File: src/rtl/id_ex_operand_stage.sv
// ID/EX pipeline register behind the 32x32 register file: drives read addresses,
// bypasses same-cycle WB writes, snoops WB while stalled, and counts inserted bubbles.
module id_ex_operand_stage #(
  parameter int CTRL_W = 8,
  parameter int CNT_W  = 16
) (
  input  logic              clk,
  input  logic              rst,
  input  logic              stall,
  input  logic              flush,
  input  logic              id_valid,
  input  logic [31:0]       id_pc,
  input  logic [31:0]       id_imm,
  input  logic [4:0]        id_rs1,
  input  logic [4:0]        id_rs2,
  input  logic [4:0]        id_rd,
  input  logic [CTRL_W-1:0] id_ctrl,
  output logic [4:0]        ra1,
  output logic [4:0]        ra2,
  input  logic [31:0]       rd1,
  input  logic [31:0]       rd2,
  input  logic              wb_reg_write,
  input  logic [4:0]        wb_wa,
  input  logic [31:0]       wb_data,
  output logic              ex_valid,
  output logic [31:0]       ex_pc,
  output logic [31:0]       ex_imm,
  output logic [4:0]        ex_rs1,
  output logic [4:0]        ex_rs2,
  output logic [4:0]        ex_rd,
  output logic [CTRL_W-1:0] ex_ctrl,
  output logic [31:0]       ex_op1,
  output logic [31:0]       ex_op2,
  output logic [CNT_W-1:0]  bubble_cnt
);

  logic [31:0] op1;
  logic [31:0] op2;
  logic        snoop_en;
  logic        bubble;

  assign ra1 = id_rs1;
  assign ra2 = id_rs2;

  // The file writes on the edge, so a same-cycle WB write is not yet visible on rd1/rd2.
  always_comb begin
    op1 = rd1;
    if (id_rs1 == 5'd0)
      op1 = '0;
    else if (wb_reg_write && (wb_wa == id_rs1))
      op1 = wb_data;
  end

  always_comb begin
    op2 = rd2;
    if (id_rs2 == 5'd0)
      op2 = '0;
    else if (wb_reg_write && (wb_wa == id_rs2))
      op2 = wb_data;
  end

  assign snoop_en = ex_valid && wb_reg_write && (wb_wa != 5'd0);
  assign bubble   = flush || (!stall && !id_valid);

  always_ff @(posedge clk or posedge rst) begin
    if (rst) begin
      ex_valid <= 1'b0;
      ex_pc    <= '0;
      ex_imm   <= '0;
      ex_rs1   <= '0;
      ex_rs2   <= '0;
      ex_rd    <= '0;
      ex_ctrl  <= '0;
      ex_op1   <= '0;
      ex_op2   <= '0;
    end else if (flush) begin
      ex_valid <= 1'b0;
      ex_ctrl  <= '0;
    end else if (stall) begin
      if (snoop_en && (wb_wa == ex_rs1))
        ex_op1 <= wb_data;
      if (snoop_en && (wb_wa == ex_rs2))
        ex_op2 <= wb_data;
    end else begin
      ex_valid <= id_valid;
      ex_pc    <= id_pc;
      ex_imm   <= id_imm;
      ex_rs1   <= id_rs1;
      ex_rs2   <= id_rs2;
      ex_rd    <= id_rd;
      ex_ctrl  <= id_valid ? id_ctrl : '0;
      ex_op1   <= op1;
      ex_op2   <= op2;
    end
  end

  always_ff @(posedge clk or posedge rst) begin
    if (rst)
      bubble_cnt <= '0;
    else if (bubble && !(&bubble_cnt))
      bubble_cnt <= bubble_cnt + CNT_W'(1);
  end

endmodule
File: config.mk
export PLATFORM = sky130hd
export DESIGN_NAME = id_ex_operand_stage
export DESIGN_NICKNAME = d
export VERILOG_FILES = /design/src/rtl/id_ex_operand_stage.sv
export SDC_FILE = /design/constraint.sdc
export NUM_CORES = 1
export LEC_CHECK = 0
export BUFFER_PORTS_ARGS = -buffer_cell sky130_fd_sc_hd__buf_2
export CORE_ASPECT_RATIO = 1.25
export CORE_MARGIN = 3
export CORE_UTILIZATION = 35
export DETAILED_ROUTE_END_ITERATION = 7
export PLACE_DENSITY = 0.61
export SLEW_MARGIN = 5
export SYNTH_ARGS = -nofsm -noshare
export SYNTH_HDL_FRONTEND = slang
export SYNTH_SLANG_ARGS = --single-unit
File: constraint.sdc
create_clock -name clk -period 13.7 [get_ports clk]
set_input_delay 2.74 -clock clk [delete_from_list [all_inputs] [get_ports clk]]
set_output_delay 2.74 -clock clk [all_outputs]
set_load 0.01 [all_outputs]
* Word-level counts from Yosys, hierarchy flattened *
Cells that the tools add are included.

word-level totals
  register bits = 168
  input bits = 194
  output and inout port bits = 178
  logic and storage cells = 52

operators by class
  add/sub/neg operators = 1
  equality and inequality tests = 7
  multiplexer cells = 13
  bitwise logic cells = 2
  reductions and logical operators = 19

operator list
  operator                                                number
  2-to-1 mux 32 bit                                       8
  2-to-1 mux 8 bit                                        3
  == test 5 bit                                           4
  adder 16 x 1 -> 16 bit (second input constant)          1
  AND reduction 16 bit                                    1
  logical NOT 5 bit                                       2
  logical AND 1 bit                                       8
  inequality test 2 x 1 -> 1 bit (second input constant)  3
  AND reduction 2 bit                                     3
  nonzero test 5 bit                                      1
  logical NOT 1 bit                                       3
  2-to-1 mux 1 bit                                        2
  inverter 1 bit                                          2
  logical OR 1 bit                                        1

* Depth between registers and ports, before layout *
Gate-level depths: netlist of the first run.

  depth after elaboration = 5
  mapped depth = 7
  mapped depth without buffers = 5

* Worst setup path before layout of the first run *
No wires, ideal clock.

  kind = input to output
  start = input id_rs1[0]
  end = output ra1[0]
  data arrival time = 2.859 ns
  required time = 10.960 ns
  setup slack = 8.101 ns
  stages = 1
  buffers on the path = 1
  cell sequence = buf_4

RTL lines
  what         line  source
  from (decl)  14    input logic [4:0] id_rs1,
  to (decl)    18    output logic [4:0] ra1,

No word-level cell between the ends.

* Worst setup path after layout of the first run *
  start = input id_rs2[0]
  end = output ra2[0]

RTL lines
  what         line  source
  from (decl)  15    input logic [4:0] id_rs2,
  to (decl)    19    output logic [4:0] ra2,

No word-level cell between the ends.

==> results.md, run 1 <==
- Residual DRC: 0
- Max-slew violation count: 0
- Post-Syn Nets: 1129
- Grt met2 use: 41.5%
- Unrepaired setup endpoints after global routing: false
- Die area: 27000 sq um
- R2R setup slack: 11.42 ns
- #FFs+latches synth: 168
- Cell Area, Synth: 8780 sq um
- Async set-or-reset flop fraction in the synthesized netlist: 100%
- H-tree depth reported by CTS: 4
- Diodes inserted: 0
- First-pass GRT wire length: 53000 um
- Fin. Hold Viols: 0
- WS Path Type: input port to output pin
- Average cell area after synthesis: 9.40 sq um
- Final Skew: 0.0101 ns
- Fill cells: 2447
- Setup tns final: 0 ns
- Core Util, Final: 45.9%
- Total Power: 0.00144 W
- GPL Wtd Cong: 0.822
- Register area share after synthesis: 47.9%
- Worst Path Max Fanout: 4
- DRT Pass-1 Iters: 5
- Initial antenna violation count: 2
- Routed WL: 34300 um
- Grt ovf: 0
- Wire length per cell: 21.8 um
- Crit-path leading delay family: buffers and inverters
- Post-CTS Setup Bufs: 0
- CTS max path bufs: 2
- Synth Instances: 934
- Leakage: 5.48 nW
- Layout area overhead: 28.4%
- PD cells: 127 nW/um^2
- Most frequent cells in the layout: buf_2 (371), nand2_1 (251), dfrtp_1 (168)
- RR Endpoint: ex_op2[28]
- Port bufs: 371
- WHS Endpoint: ex_pc[20]
- Fin crit share: 42.0%
- Std cell rows: 64
- Setup violators final: 0
- CP most frequent cell: buf_2
- Vias in the first global route: 9131
- Main flop type after synthesis: dfrtp_1
- Netlist cell types: 43
- HP Start: ex_pc[20]
- Nets: 1428
- Hold-fix buffers, CTS: 0
- GRT Util Overall: 24.7%
- Hold slack: 0.468 ns
- Met3 GRT Util: 5.41%
- Via density per instance: 5.66
- Die height: 183 um
- Reg2reg start: ex_rs2[2]
- Max stage delay on crit path: 0.14 ns
- CP cell instances: buf_2 -> buf_2
- Most common cell after layout, fill and taps aside: buf_2
- Largest net degree at the start of global routing: 99
- PostCTS Resize Cnt: 0
- DRT antenna net count: 0
- Worst slew pin tran: 1.15 ns
- I/O pin cnt: 372
- Synth Warn #: 0
- Fraction of layout cells with a size suffix above 1: 34.6%
- Slowest CP cell: buf_2
- Vias: 8912
- Root buf cell: clkbuf_16
- Peak supply drop: 0.0795 mV
- CTS tree: yes
- Worst skew pair latency: 0.43 ns
- Final Critical Period: 5.75 ns
- Req. time, crit path: 10.96 ns
- Initial Util: 35.7%
- Die Wd: 148 um
- Status: finished clean
- Buffers and inverters on the worst path: 2
- Met1 Use GR: 31.6%
- Startpoint Class: input port
- Num CTS Buffers: 17
- Max_cap viols: 0
- Critical Path End Type: output pin
- FMAX: 174 MHz
- CTS sink cnt: 168
- Clk slew on worst S/H paths: 0.07 ns
- CORE AREA: 24600 sq um
- EDFF count, synth: 0
- DP HPWL: 22500 um
- Crit path DAT: 3.01 ns
- Hold Crit Class: register to register
- WHS Path Cells: 2
- Beginning of the critical path: id_rs2[0]
- Busiest layer in global routing: met2
- Iteration-0 DRC Markers: 693
- Max_slew headroom: 23.4%
- R2R depth: 4
==> through the flow <==
stage / cells / area, sq um / setup slack, ns
detailed placement: 1544 / 10700 / 7.95
finish: 1575 / 11300 / 7.95
CTS: 1575 / 11300 / 7.95
floorplan: 934 / 8780 / 6.41
global route: 1575 / 11300 / 7.93
global placement: 1544 / 10700 / 7.96
==> cell families after synthesis <==
family | Yosys count | share of synthesized area [%]
muxes | 1 | 0.128
and+or+nand+nor | 342 | 16.8
AOI/OAI and AO/OA | 279 | 25.6
adders and majority gates | 1 | 0.142
buffers and inverters | 108 | 5.97
xor gates and xnor gates | 35 | 3.49
DFF | 168 | 47.9
==> power by group <==
part	total, W	switching [W]	internal [W]	leakage (nW)
clock network	0.000484	0.000240	0.000244	0.282
registers	0.000608	0.0000454	0.000562	2.12
logic	0.000346	0.000213	0.000133	3.08
total	0.00144	0.000499	0.000939	5.48
==> flip-flops by register name, summed over array words and instances (netlist names) <==
signal,count
ex_ctrl,8
ex_valid,1
ex_rs2,5
ex_imm,32
ex_pc,32
ex_rs1,5
ex_op1,32
bubble_cnt,16
ex_op2,32
ex_rd,5
==> metal layers <==
metal | vias up | share of wire, %
met5 | - | 0.090
met4 | 4 | 2.5
met3 | 57 | 8.0
met2 | 482 | 50
met1 | 4295 | 40
li1 | 4074 | -
==> final cells by class <==
type,instances,area [sq um],share of cell area [%]
Multi-Input combinational cell,658,4090,36.3
Sequential cell,168,4200,37.3
Clock buffer,17,425,3.77
Tap cell,330,413,3.66
Inverter,1,8.76,0.0777
Timing Repair Buffer,387,1980,17.5
Clock inverter,14,156,1.39
==> cells in the mapped netlist (2+ instances only) <==
cell	instances	share of area [%]
a211oi_1	62	5.3
a21oi_1	12	0.68
a221oi_1	2	0.20
and2_1	33	2.4
and3_1	4	0.28
and4_1	4	0.40
buf_1	3	0.13
buf_2	8	0.46
buf_4	13	1.1
buf_6	8	1.0
clkbuf_1	75	3.2
dfrtp_1	168	48
nand2_1	251	11
nand3_1	6	0.34
nand4_1	2	0.14
nor2_1	23	0.98
nor3_1	7	0.40
nor4b_1	4	0.40
o2111ai_1	3	0.30
o211ai_1	2	0.17
o21ai_0	4	0.23
o311ai_0	58	5.8
o311ai_1	6	0.60
o31a_4	2	0.40
o31ai_1	60	5.1
o32ai_1	60	6.0
o41ai_1	4	0.40
or3_4	2	0.26
xnor2_1	26	2.6
xor2_1	9	0.90
==> worst max-delay path by stage <==
stage / depth (start not counted) / slack [ns] / endpoint
2_1_floorplan: 1 / 6.41 / bubble_cnt[0]
3_3_place_gp: 2 / 7.96 / ra2[0]
3_5_place_dp: 2 / 7.95 / ra2[0]
4_1_cts: 2 / 7.95 / ra2[0]
5_1_grt: 2 / 7.93 / ra2[0]
6_report: 2 / 7.95 / ra2[0]
Note: power is estimated with default switching activity, not from simulation.
==> run 2, diff against run 1 <==
- clock period: 13.7 -> 5.4 ns (I/O delays scaled with it)
==> run 2 against run 1 <==
Net effect: critical path depth is 3 higher; non-clock buffer count is 2 higher; combinational power grew to 2.6 times the previous value; via count is 0.94% higher; sequential share of layout area decreased by 0.13 points; die area is the same; cell count up 0.25%; utilization rose by 0.16 points; sequential cell count did not move; sequential power increased to 2.5 times the previous value; critical path type is now input port to register; critical endpoint is now ex_op2[29].
==> results.md, run 2 (synthesis gave the netlist of run 1 again) <==
- Hold-fix buffers, CTS: 0 (unchanged)
- Final Critical Period: 2.90 ns
- Routed WL: 34500 um (+0.48%)
- GPL Wtd Cong: 0.825 (+0.38%)
- Initial antenna violation count: 4 (+2)
- Crit path DAT: 3.20 ns (+0.19 ns)
- CTS tree: yes
- PostCTS Resize Cnt: 0 (unchanged)
- Worst Path Max Fanout: 32 (+28)
- Root buf cell: clkbuf_16
- Vias in the first global route: 9181 (+0.55%)
- Die height: 183 um (unchanged)
- Startpoint Class: input port
- Hold Crit Class: register to register
- Worst skew pair latency: 0.44 ns (about the same)
- Hold slack: 0.467 ns (-0.00106 ns)
- RR Endpoint: ex_op2[0]
- Comb power frac: 24.1% (about the same)
- Max-slew violation count: 0 (unchanged)
- Beginning of the critical path: wb_wa[1]
- Critical Path End Type: register
- FMAX: 345 MHz
- Wire length per cell: 21.8 um (+0.22%)
- First-pass GRT wire length: 52900 um (-0.13%)
- Worst setup path end: ex_op2[29]
- R2R depth: 4 (unchanged)
- Initial Util: 35.7% (unchanged)
- Clk slew on worst S/H paths: 0.08 ns (about the same)
- Unrepaired setup endpoints after global routing: false
- Setup violators final: 0 (unchanged)
- R2R setup slack: 3.14 ns (-8.28 ns)
- Pint: 0.00246 W (+160%)
- Fraction of layout cells with a size suffix above 1: 34.5% (-0.083 points)
- Nets: 1430 (+0.14%)
- I/O pin cnt: 372 (unchanged)
- DRT antenna net count: 0 (unchanged)
- Status: finished clean
- Peak supply drop: 0.222 mV (+180%)
- Net Sw Power: 0.00121 W (+140%)
- Req. time, crit path: 5.71 ns (-5.25 ns)
- Clock network fraction of total power: 33.6% (about the same)
- Max_slew headroom: 24.8% (+1.4 points)
- Switching Fraction: 32.9% (-1.8 points)
- Reg2reg start: ex_rs2[2]
- Port bufs: 371 (unchanged)
- Via density per instance: 5.70 (+0.69%)
- CTS sink cnt: 168 (unchanged)
- CTS max path bufs: 2 (unchanged)
- Die area: 27000 sq um (unchanged)
- Fin crit share: 53.7%
- Layout area overhead: 28.9%
- Sequential Power Share: 42.3% (about the same)
- DRT Pass-1 Iters: 5 (unchanged)
- Most frequent cells in the layout: buf_2 (371), nand2_1 (251), dfrtp_1 (168)
- GRT Util Overall: 24.8% (+0.10 points)
- Std cell rows: 64 (unchanged)
- Grt ovf: 0 (unchanged)
- Die Wd: 148 um (unchanged)
- Num CTS Buffers: 17 (unchanged)
- Fill cells: 2424 (-0.94%)
- H-tree depth reported by CTS: 4 (unchanged)
- Post-CTS Setup Bufs: 0 (unchanged)
- Vias: 8996 (+0.94%)
- Worst slew pin tran: 1.13 ns (-0.0210 ns)
- CORE AREA: 24600 sq um (unchanged)
- PD cells: 324 nW/um^2 (+150%)
- Leakage: 5.49 nW (+0.13%)
- Final Skew: 0.0157 ns (+0.00564 ns)
- Max_cap viols: 0 (unchanged)
- Most common cell after layout, fill and taps aside: buf_2
- WS Path Type: input port to register
- Fin. Hold Viols: 0 (unchanged)
- DP HPWL: 22800 um (+1.1%)
- Residual DRC: 0 (unchanged)
- Largest net degree at the start of global routing: 99 (unchanged)
- Setup tns final: 0 ns (unchanged)
- Iteration-0 DRC Markers: 712 (+2.7%)
## run 2: power by group through the flow
stage	combinational [W]	sequential [W]	clock, W
2_1_floorplan	0.000394	0.00163	0
3_3_place_gp	0.000871	0.00157	0
3_5_place_dp	0.000885	0.00157	0
4_1_cts	0.000887	0.00155	0.00125
5_1_grt	0.000964	0.00157	0.00131
6_report	0.000883	0.00155	0.00123
## run 2: how the worst min path moves through the flow
stage                          start          to  slack [ns]  cells past startpoint
after floorplan            ex_imm[0]   ex_imm[0]        0.51                      2
after global placement    ex_imm[24]  ex_imm[24]        0.45                      2
after detailed placement  ex_imm[31]  ex_imm[31]        0.46                      2
after CTS                  ex_pc[24]   ex_pc[24]        0.47                      2
after global routing       ex_pc[22]   ex_pc[22]        0.49                      2
final                      ex_pc[22]   ex_pc[22]        0.47                      2
## run 2: layout make-up
type | count | area (sq um) | share of cell area, %
Multi-Input combinational cell | 658 | 4090 | 36.2
Clock buffer | 24 | 492 | 4.34
Antenna cell | 1 | 2.50 | 0.0221
Sequential cell | 168 | 4200 | 37.1
Clock inverter | 8 | 87.6 | 0.774
Timing Repair Buffer | 389 | 2020 | 17.8
Inverter | 1 | 7.51 | 0.0663
Tap cell | 330 | 413 | 3.65
## run 2: worst max-delay path: stages
cell and delay (ns):
buf_2 0.14, or4_4 0.56, o211ai_4 0.68, o31a_4 0.54
o31ai_1 0.17
## run 2: metrics by stage
stage | instance area [sq um] | utilization (%) | total power (W) | std cells | setup slack [ns]
final | 11300 | 46.0 | 0.00366 | 1579 | 2.50
after global routing | 11300 | 46.0 | 0.00384 | 1578 | 2.44
after CTS | 11300 | 46.0 | 0.00369 | 1578 | 2.52
after detailed placement | 10700 | 43.7 | 0.00246 | 1546 | 2.08
after global placement | 10700 | 43.7 | 0.00244 | 1546 | 2.10
after floorplan | 8780 | - | 0.00203 | 934 | 2.18
## run 2: metal layers
metal | GRT usage [%] | wire length (um) | vias to the layer above
li1 | - | - | 4082
met1 | 31.0 | 13500 | 4356
met2 | 41.2 | 17000 | 465
met3 | 5.88 | 2810 | 85
met4 | 11.0 | 1210 | 8
met5 | 0 | 50 | -
